## src/rtl/risc_v_mike_pkg.sv

```systemverilog
// Shared GPIO definitions: register indices, the index enum and the default width.
package risc_v_mike_pkg;

    // Legacy GPIO_ENABLED build uses one byte of pins.
    localparam int GPIO_BYTE  = 8;
    localparam int GPIO_BUS_W = 32;

    localparam logic [2:0] GPIO_IDX_DATA_OUT   = 3'd0;
    localparam logic [2:0] GPIO_IDX_DATA_IN    = 3'd1;
    localparam logic [2:0] GPIO_IDX_DIR        = 3'd2;
    localparam logic [2:0] GPIO_IDX_IRQ_EN     = 3'd3;
    localparam logic [2:0] GPIO_IDX_IRQ_RISE   = 3'd4;
    localparam logic [2:0] GPIO_IDX_IRQ_FALL   = 3'd5;
    localparam logic [2:0] GPIO_IDX_IRQ_STATUS = 3'd6;

    typedef enum logic [2:0] {
        GPIO_REG_DATA_OUT   = GPIO_IDX_DATA_OUT,
        GPIO_REG_DATA_IN    = GPIO_IDX_DATA_IN,
        GPIO_REG_DIR        = GPIO_IDX_DIR,
        GPIO_REG_IRQ_EN     = GPIO_IDX_IRQ_EN,
        GPIO_REG_IRQ_RISE   = GPIO_IDX_IRQ_RISE,
        GPIO_REG_IRQ_FALL   = GPIO_IDX_IRQ_FALL,
        GPIO_REG_IRQ_STATUS = GPIO_IDX_IRQ_STATUS,
        GPIO_REG_UNMAPPED   = 3'd7
    } gpio_reg_idx_t;

endpackage

```

## src/rtl/risc_v_mike_gpio_sync.sv

```systemverilog
// Multi-flop synchroniser for asynchronous pin inputs; q is the last stage.
module risc_v_mike_gpio_sync #(
    parameter int WIDTH  = 8,
    parameter int STAGES = 2
) (
    input  logic             clk,
    input  logic             rst,
    input  logic [WIDTH-1:0] d,
    output logic [WIDTH-1:0] q
);

    logic [STAGES-1:0][WIDTH-1:0] chain;

    // Shift the pins through STAGES flops; stage 0 is the metastable one.
    always_ff @(posedge clk or negedge rst) begin
        if (!rst) chain <= '0;
        else      chain <= {chain[STAGES-2:0], d};
    end

    assign q = chain[STAGES-1];

endmodule

```

## src/rtl/risc_v_mike_gpio_ctrl.sv

```systemverilog
// Memory-mapped GPIO controller: direction/data registers, synchronised inputs,
// per-pin edge interrupts with W1C status and a post-reset settle window.
module risc_v_mike_gpio_ctrl
    import risc_v_mike_pkg::*;
#(
    parameter int GPIO_WIDTH  = GPIO_BYTE,
    parameter int SYNC_STAGES = 2
) (
    input  logic                  clk,
    input  logic                  rst,
    input  logic [4:0]            bus_addr,
    input  logic                  bus_wr_en,
    input  logic [31:0]           bus_wdata,
    input  logic                  bus_rd_en,
    output logic [31:0]           bus_rdata,
    output logic                  bus_rdata_valid,
    input  logic [GPIO_WIDTH-1:0] gpio_port_in,
    output logic [GPIO_WIDTH-1:0] gpio_port_out,
    output logic [GPIO_WIDTH-1:0] gpio_port_oe,
    output logic                  irq
);

    localparam logic [2:0] SETTLE_LAST = 3'(SYNC_STAGES + 1);

    gpio_reg_idx_t         reg_idx;
    logic [GPIO_WIDTH-1:0] wval;
    logic [GPIO_WIDTH-1:0] data_out, dir, irq_en, irq_rise, irq_fall, irq_status;
    logic [GPIO_WIDTH-1:0] sync_in, prev_in, data_in;
    logic [GPIO_WIDTH-1:0] rise, fall, edge_evt, w1c, rd_val;
    logic [2:0]            settle_cnt;
    logic                  settled;
    logic                  unused_bits;

    // Byte-lane bits of the address and wdata above the pin count carry no meaning.
    assign unused_bits = ^{bus_addr[1:0], bus_wdata};

    assign reg_idx = gpio_reg_idx_t'(bus_addr[4:2]);
    assign wval    = bus_wdata[GPIO_WIDTH-1:0];

    risc_v_mike_gpio_sync #(
        .WIDTH  (GPIO_WIDTH),
        .STAGES (SYNC_STAGES)
    ) u_sync (
        .clk (clk),
        .rst (rst),
        .d   (gpio_port_in),
        .q   (sync_in)
    );

    // Output pins loop back to DATA_IN; input pins read the synchronised value.
    assign data_in = (dir & data_out) | (~dir & sync_in);

    assign rise     = sync_in & ~prev_in;
    assign fall     = ~sync_in & prev_in;
    assign settled  = (settle_cnt == SETTLE_LAST);
    assign edge_evt = ((rise & irq_rise) | (fall & irq_fall)) & ~dir & {GPIO_WIDTH{settled}};

    // Control registers: written on the strobe edge; RO/unmapped indices ignore writes.
    always_ff @(posedge clk or negedge rst) begin
        if (!rst) begin
            data_out <= '0;
            dir      <= '0;
            irq_en   <= '0;
            irq_rise <= '0;
            irq_fall <= '0;
        end else if (bus_wr_en) begin
            case (reg_idx)
                GPIO_REG_DATA_OUT:  data_out <= wval;
                GPIO_REG_DIR:       dir      <= wval;
                GPIO_REG_IRQ_EN:    irq_en   <= wval;
                GPIO_REG_IRQ_RISE:  irq_rise <= wval;
                GPIO_REG_IRQ_FALL:  irq_fall <= wval;
                default: ;
            endcase
        end
    end

    // W1C mask for the status register; zero unless this cycle writes IRQ_STATUS.
    always_comb begin
        w1c = '0;
        if (bus_wr_en && reg_idx == GPIO_REG_IRQ_STATUS) w1c = wval;
    end

    // Sticky status: a new edge event wins over a same-cycle clear.
    always_ff @(posedge clk or negedge rst) begin
        if (!rst) irq_status <= '0;
        else      irq_status <= (irq_status & ~w1c) | edge_evt;
    end

    // Edge history tracks sync_in even while events are being suppressed.
    always_ff @(posedge clk or negedge rst) begin
        if (!rst) prev_in <= '0;
        else      prev_in <= sync_in;
    end

    // Settle window: masks edges from the sync chain filling up after reset.
    always_ff @(posedge clk or negedge rst) begin
        if (!rst)          settle_cnt <= '0;
        else if (!settled) settle_cnt <= settle_cnt + 3'd1;
    end

    // Read mux sees pre-write register values, so read+write returns old data.
    always_comb begin
        rd_val = '0;
        case (reg_idx)
            GPIO_REG_DATA_OUT:   rd_val = data_out;
            GPIO_REG_DATA_IN:    rd_val = data_in;
            GPIO_REG_DIR:        rd_val = dir;
            GPIO_REG_IRQ_EN:     rd_val = irq_en;
            GPIO_REG_IRQ_RISE:   rd_val = irq_rise;
            GPIO_REG_IRQ_FALL:   rd_val = irq_fall;
            GPIO_REG_IRQ_STATUS: rd_val = irq_status;
            default:             rd_val = '0;
        endcase
    end

    // One-cycle read pipe; rdata holds between reads.
    always_ff @(posedge clk or negedge rst) begin
        if (!rst) begin
            bus_rdata       <= '0;
            bus_rdata_valid <= 1'b0;
        end else begin
            bus_rdata_valid <= bus_rd_en;
            if (bus_rd_en) bus_rdata <= 32'(rd_val);
        end
    end

    assign gpio_port_out = data_out;
    assign gpio_port_oe  = dir;
    assign irq           = |(irq_status & irq_en);

endmodule

```

## config.mk

```make
export PLATFORM = sky130hd
export DESIGN_NAME = risc_v_mike_gpio_ctrl
export DESIGN_NICKNAME = d
export VERILOG_FILES = /design/src/rtl/risc_v_mike_pkg.sv /design/src/rtl/risc_v_mike_gpio_sync.sv /design/src/rtl/risc_v_mike_gpio_ctrl.sv
export SDC_FILE = /design/constraint.sdc
export NUM_CORES = 1
export LEC_CHECK = 0
export BUFFER_PORTS_ARGS = -buffer_cell sky130_fd_sc_hd__buf_2
export CORE_UTILIZATION = 48
export DETAILED_ROUTE_END_ITERATION = 10
export MAX_ROUTING_LAYER = met4
export PLACE_DENSITY = 0.84
export SYNTH_ARGS = -nofsm -noshare
export SYNTH_HDL_FRONTEND = slang
export SYNTH_HIERARCHICAL = 1
export SYNTH_SLANG_ARGS = --single-unit
export TNS_END_PERCENT = 10
```

## constraint.sdc

```tcl
create_clock -name clk -period 1.3 [get_ports clk]
set_clock_uncertainty 0.1 [all_clocks]
set_input_delay 0.26 -clock clk [delete_from_list [all_inputs] [get_ports clk]]
set_output_delay 0.26 -clock clk [all_outputs]
set_load 0.02 [all_outputs]
```

==> results_dict.tcl, run 1 <==
set metrics [dict create \
    status "finished with violations" \
    failed_checks "setup timing" \
    cap_violations 0 \
    cp-start-kind "flip-flop" \
    hold_start "bus_wdata[0]" \
    comb_power_share 0.273 \
    ios 99 \
    dp_hpwl_mm 6.669 \
    n_fill_cell 564 \
    numCtsBuffers 9 \
    worstHoldPathType "in -> reg" \
    top_usage_layer "met2" \
    tns_ns -1.719 \
    power_leakage_nw 2.311 \
    ff2ff_setup_slack_ns -0.12 \
    worst_setup_path_end_kind "output pin" \
    synth_top_family_by_area "multiplexers" \
    synth_async_sr_flop_share 1.000 \
    cp.required_ns 0.94 \
    vdd_ir_drop_max_mv 0.7240 \
    synth_ff_type "dfrtp_1" \
    clock_path_buffers 2 \
    die_height_microns 91.91 \
    placementRows 32 \
    seq_area_frac_synth 0.5418 \
    drv_slew 0 \
    vias_per_cell 5.543 \
    post-route-drc-count 0 \
    yosys.area_share.adder 0.006450 \
    dieArea_sq_um 8447 \
    antenna_found_initial 0 \
    yosys_register_bits 84 \
    syn_area_per_cell_sq_um 11.87 \
    dp.cells 517 \
    clkLatencyLatePin_ns 0.36 \
    ys_warn_count 6 \
    final.period_utilization 1.331 \
    clk_pin_slew_worst_paths_ns 0.08 \
    grt_usage 0.2532 \
    synth_area_leaders "dfrtp_1 54%, mux2_2 9.9%, buf_4 6.4%" \
    synthMuxAreaShare 0.1425 \
    worstSetupPathType "reg -> out" \
    grt_pass1_vias 3045 \
    netlist_instances 327 \
    gp_congestion 0.8794 \
    tritoncts "built" \
    synthXorXnorAreaFrac 0.002257 \
    p_switching_mw 2.262 \
    power_density_nw_per_um2 1505 \
    utilization 0.6577 \
    synth_edf_count 0 \
    hold_viol 0 \
    yosysTopAreaCell "dfrtp_1" \
    vias 3010 \
    syn_area_sq_um 3880 \
    synth_commonest_cells "84 x dfrtp_1, 34 x mux2_2, 33 x buf_4" \
    p_sw_frac 0.2942 \
    power.total_mw 7.691 \
    multi_input_area_sq_um 1624 \
    reg2regPathDepth 5 \
    rr_endpoint "bus_rdata[3]$_DFFE_PN0P_" \
    die_w_microns 91.91 \
    synth_compound_area_frac 0.1216 \
    diodes 0 \
    drt_iter0_drc 224 \
    gr-usage-met3 0.04478 \
    regArea_sq_um 2112 \
    area_delta_synth_final_pct 31.67 \
    core-area_sq_um 7767 \
    root_buffer "clkbuf_8" \
    yosysMostFrequentCell "dfrtp_1" \
    drt-pass1-iter-count 5 \
    numPortBuffers 48 \
    routed_wl_mm 9.574 \
    grt_start_max_net_pins 33 \
    finalSetupViolCount 22 \
    grt_pass1_wl_mm 15.67 \
    dp_slack_ns -0.3289 \
    rsz0062_at_grt "yes" \
    synth_simple_gate_area_frac 0.09642 \
    fin_cells 543 \
    p_int_mw 5.428 \
    worstHoldPathCells 3 \
    cp_slowest_stage_delay_ns 0.41 \
    htreeDepth 3 \
    crit_chain "a22oi_2, nand4_1, buf_6" \
    num-nets-final 487 \
    gr-total-overflow 0 \
    period_minus_slack_ns 1.731 \
    reg2reg_from "irq_status[3]$_DFF_PN0_" \
    cp_max_fo 2 \
    grt_use_met1 0.3254 \
    yosysTopAreaCellShare 0.5418 \
    start_util 0.4995 \
    crit_path_top_delay_cell "dfrtp_1" \
    grtUsageMet2 0.3837 \
    setup_slack_ns -0.4309 \
    drive_above_1_share 0.4354 \
    clkSinkCount 84 \
    wl_per_cell_microns 17.63 \
    clockPowerShare 0.284 \
    timing.fmax_mhz 577.7 \
    antenna_left 0 \
    min_to "gpio_port_oe[0]$_DFFE_PN0P_" \
    pwr-share-seq 0.443 \
    ys_types 37 \
    cp_data_arrival_time_ns 1.37 \
]
## worst max-delay path by stage
stage,slack [ns],cells after the start,to,start
final,-0.43,3,irq,irq_status[0]$_DFF_PN0_
after global routing,-0.41,3,irq,irq_en[0]$_DFFE_PN0P_
after CTS,-0.39,3,irq,irq_status[0]$_DFF_PN0_
after detailed placement,-0.33,5,gpio_port_out[0]$_DFFE_PN0P_,bus_addr[2]
after global placement,-0.31,5,gpio_port_out[3]$_DFFE_PN0P_,bus_addr[2]
after floorplan,-0.05,3,gpio_port_out[0]$_DFFE_PN0P_,bus_addr[2]
## layout by cell type (no fill, tap or decap), types with 2 or more instances in the layout
| cell type | instances |
|---|---|
| clkbuf_1 | 2 |
| clkinv_2 | 2 |
| dfrtp_1 | 76 |
| nor2_1 | 2 |
| mux2_1 | 8 |
| mux2i_2 | 2 |
| a21oi_1 | 7 |
| nand2b_1 | 14 |
| mux2_2 | 33 |
| buf_4 | 47 |
| a211oi_1 | 5 |
| o221ai_1 | 6 |
| a32o_1 | 8 |
| conb_1 | 24 |
| a21oi_2 | 6 |
| clkbuf_8 | 9 |
| buf_12 | 3 |
| nand2_1 | 28 |
| a211oi_2 | 2 |
| buf_2 | 33 |
| bufinv_16 | 3 |
| nor2b_1 | 3 |
| dlygate4sd3_1 | 9 |
| a22oi_1 | 8 |
| mux2i_1 | 6 |
| and2_1 | 2 |
| a221oi_2 | 2 |
| a22oi_2 | 3 |
| inv_1 | 11 |
| dfrtp_2 | 8 |
| o21ai_0 | 16 |
| nand3b_1 | 8 |
| buf_6 | 27 |
## sequential cells by signal, indices dropped and copies added, names as in the netlist
| register | flops |
|---|---|
| u_sync/chain | 8 |
| bus_rdata_valid | 1 |
| u_sync/q | 8 |
| irq_status | 8 |
| irq_rise | 8 |
| irq_fall | 8 |
| settle_cnt | 3 |
| gpio_port_out | 8 |
| irq_en | 8 |
| bus_rdata | 8 |
| gpio_port_oe | 8 |
| prev_in | 8 |
## cell type report
cell class	instances	area share
Timing Repair Buffer	119	0.1903
Multi-Input combinational cell	211	0.3179
Inverter	11	0.008082
Clock buffer	11	0.02572
Clock inverter	5	0.01959
Sequential cell	84	0.4134
Tap cell	102	0.02498
## worst max-delay path: cells and delay by family, from the launching register on
family                 cells  cell delay, ns
and+or+nand+nor            1            0.20
buffers and inverters      1            0.19
AOI/OAI and AO/OA          1            0.20
DFF                        1            0.41
## metrics by stage
step / instance area, sq um / hold WS (ns)
finish: 5109 / 0.07344
CTS: 5049 / 0.07180
global route: 5109 / 0.1086
floorplan: 4024 / -0.1356
global placement: 4574 / 0.1009
detailed placement: 4574 / 0.1036
## cells by family after synthesis
group	count (synthesis)
other cells	1
compound gates	68
simple gates	66
buf+inv	55
mux	50
flops	84
xor+xnor	1
fa+ha+maj	2
## routing by layer
layer,vias up,routed length (microns)
li1,1331,-
met1,1507,4182
met2,144,4493
met3,28,590
met4,0,308
met5,-,0
## repair_timing
item / 4_1_cts / 5_1_grt
endpoints found under the setup margin: 25 / 30
hold buffers: 9 / 0
setup buffers: 1 / 0
resized for setup: 41 / 15
pin swaps: 9 / 6
hold endpoints to repair: 31 / 0
## power by group through the flow
stage / registers [mW] / clock network (mW) / logic, mW
final: 3.41 / 2.18 / 2.10
after global routing: 3.45 / 2.30 / 2.25
after CTS: 3.38 / 2.21 / 2.03
after detailed placement: 3.40 / 0 / 1.80
after global placement: 3.38 / 0 / 1.74
after floorplan: 3.55 / 0 / 0.856
Power figures use the tool's default switching activity.
==> run 2: changes to the inputs <==
- CORE_UTILIZATION: 48 -> 57
- PLACE_DENSITY: 0.84 -> 0.93
- clock period: 1.3 -> 2.2 ns (I/O delays scaled with it)
==> run 2 against run 1 <==
  * The run ends with DRC left
  * Die area decreased by 15%
  * Clock power decreased by 44%
  * Via count decreased by 11%
==> results_dict.tcl, run 2 (synthesis results as in run 1) <==
set metrics [dict create \
    final_common_cell "dfrtp_1" \
    wl_per_cell_microns 17.94 \
    area_delta_synth_final_pct 12.35 \
    gp_congestion 0.8482 \
    final_cell_mix "84 x dfrtp_1, 47 x buf_2, 34 x mux2_2" \
    dieArea_sq_um 7141 \
    drive_above_1_share 0.3081 \
    cp_data_arrival_time_ns 1.35 \
    grt_pass1_wl_mm 13.55 \
    relSlewSlack 0.5706 \
    power.total_mw 4.071 \
    grt_start_max_net_pins 52 \
    root_buffer "clkbuf_8" \
    diodes 0 \
    numPortBuffers 48 \
    dp_slack_ns 0.2339 \
    cp.required_ns 1.66 \
    multi_input_area_sq_um 1523 \
    cp-start-kind "flip-flop" \
    hold_viol 0 \
    grt_pass1_vias 2591 \
    num-nets-final 430 \
    period_minus_slack_ns 1.892 \
    numCtsBuffers 9 \
    power_leakage_nw 1.982 \
    cp_max_fo 3 \
    finalSetupViolCount 0 \
    cts-resized-gates 0 \
    rsz0062_at_grt "no" \
    crit_chain "a22oi_1, nand4_1, buf_2" \
    antenna_left 0 \
    cap_violations 0 \
    n_fill_cell 484 \
    post_cts_buffers 0 \
    clk_pin_slew_worst_paths_ns 0.08 \
    setup_slack_ns 0.3083 \
    stdcell_area_sq_um 4359 \
    power_density_nw_per_um2 934.0 \
    clock_path_buffers 2 \
    timing.fmax_mhz 528.6 \
    placementRows 29 \
    crit_path_top_delay_cell "dfrtp_1" \
    grt_usage 0.2599 \
    clkLatencyLatePin_ns 0.35 \
    die_height_microns 84.51 \
    antenna_found_initial 0 \
    worst_setup_path_end_kind "output pin" \
    vias 2684 \
    htreeDepth 3 \
    holdBufCountCts 0 \
    worstHoldPathType "in -> async" \
    worstSetupPathType "reg -> out" \
    core-area_sq_um 6459 \
    tns_ns 0 \
    failed_checks "DRC" \
    dp_hpwl_mm 5.616 \
    drt-pass1-iter-count 10 \
    post-route-drc-count 10 \
    status "finished with violations" \
    final.period_utilization 0.8599 \
    gr-total-overflow 0 \
    ios 99 \
    cp_slowest_stage_delay_ns 0.40 \
    clkSinkCount 84 \
    drv_slew 0 \
    tritoncts "built" \
    routed_wl_mm 8.252 \
    place_area_sq_um 4135 \
    crit_start "irq_en[0]$_DFFE_PN0P_" \
    worst_slew_pin_slew_ns 0.6442 \
    die_w_microns 84.51 \
    drt_iter0_drc 236 \
    vias_per_cell 5.835 \
    regArea_sq_um 2102 \
    reg2reg_from "settle_cnt[0]$_DFFE_PN0N_" \
    start_util 0.6007 \
    vdd_ir_drop_max_mv 0.5379 \
]
[run 2: changes by cell type in the layout (fill, tap and decap cells not counted), sizes merged]
cell / previous run / this run
buf: 110 / 62
bufinv: 3 / 2
dlygate4sd3: 9 / 0
clkinvlp: 0 / 1
clkinv: 2 / 1
[run 2: worst paths after layout]
check	cells after the start	endpoint	slack, ns
setup reg to reg	3	settle_cnt[1]$_DFFE_PN0N_	0.53
hold / removal	1	irq_rise[5]$_DFFE_PN0P_	0.02
hold reg to reg	0	u_sync/q[4]$_DFF_PN0_	0.25
max in group asynchronous	2	irq_en[6]$_DFFE_PN0P_	1.37
setup / recovery	3	irq	0.31
min in group clk	1	u_sync/chain[7]$_DFF_PN0_	0.09
[run 2: area by class of cell]
| class | count | area share |
|---|---|---|
| flip-flops and latches | 84 | 0.4822 |
| well taps | 77 | 0.02210 |
| inverters | 11 | 0.009472 |
| multi-input cells | 211 | 0.3493 |
| repair buffers | 62 | 0.08553 |
| clock buffers | 11 | 0.03473 |
| clock inverters | 4 | 0.01665 |
[run 2: layer usage]
metal	part of all wire	wire [microns]	up-vias	track usage
li1	-	-	1215	-
met1	0.43	3572	1322	0.3522
met2	0.47	3880	133	0.3806
met3	0.075	622	14	0.06391
met4	0.021	176	0	0.1017
met5	0	0	-	-
[run 2: worst max-delay path: cells and delay by family (launching register included)]
family,cells,cell delay [ns]
AND/OR/NAND/NOR,1,0.15
AO/OA/AOI/OAI,1,0.27
flip-flops,1,0.40
buffers and inverters,1,0.19
[run 2: stage by stage]
step / hold WS (ns) / instances / util
3_5_place_dp: 0.2371 / 445 / 0.6403
4_1_cts: 0.02941 / 460 / 0.6749
6_report: 0.01544 / 460 / 0.6749
2_1_floorplan: 0.04441 / 350 / -
5_1_grt: 0.06287 / 460 / 0.6749
3_3_place_gp: 0.2324 / 445 / 0.6403
[run 2: where the power goes]
part | switching [mW] | internal [mW]
clock network | 0.539 | 0.693
registers | 0.208 | 1.80
logic | 0.462 | 0.373
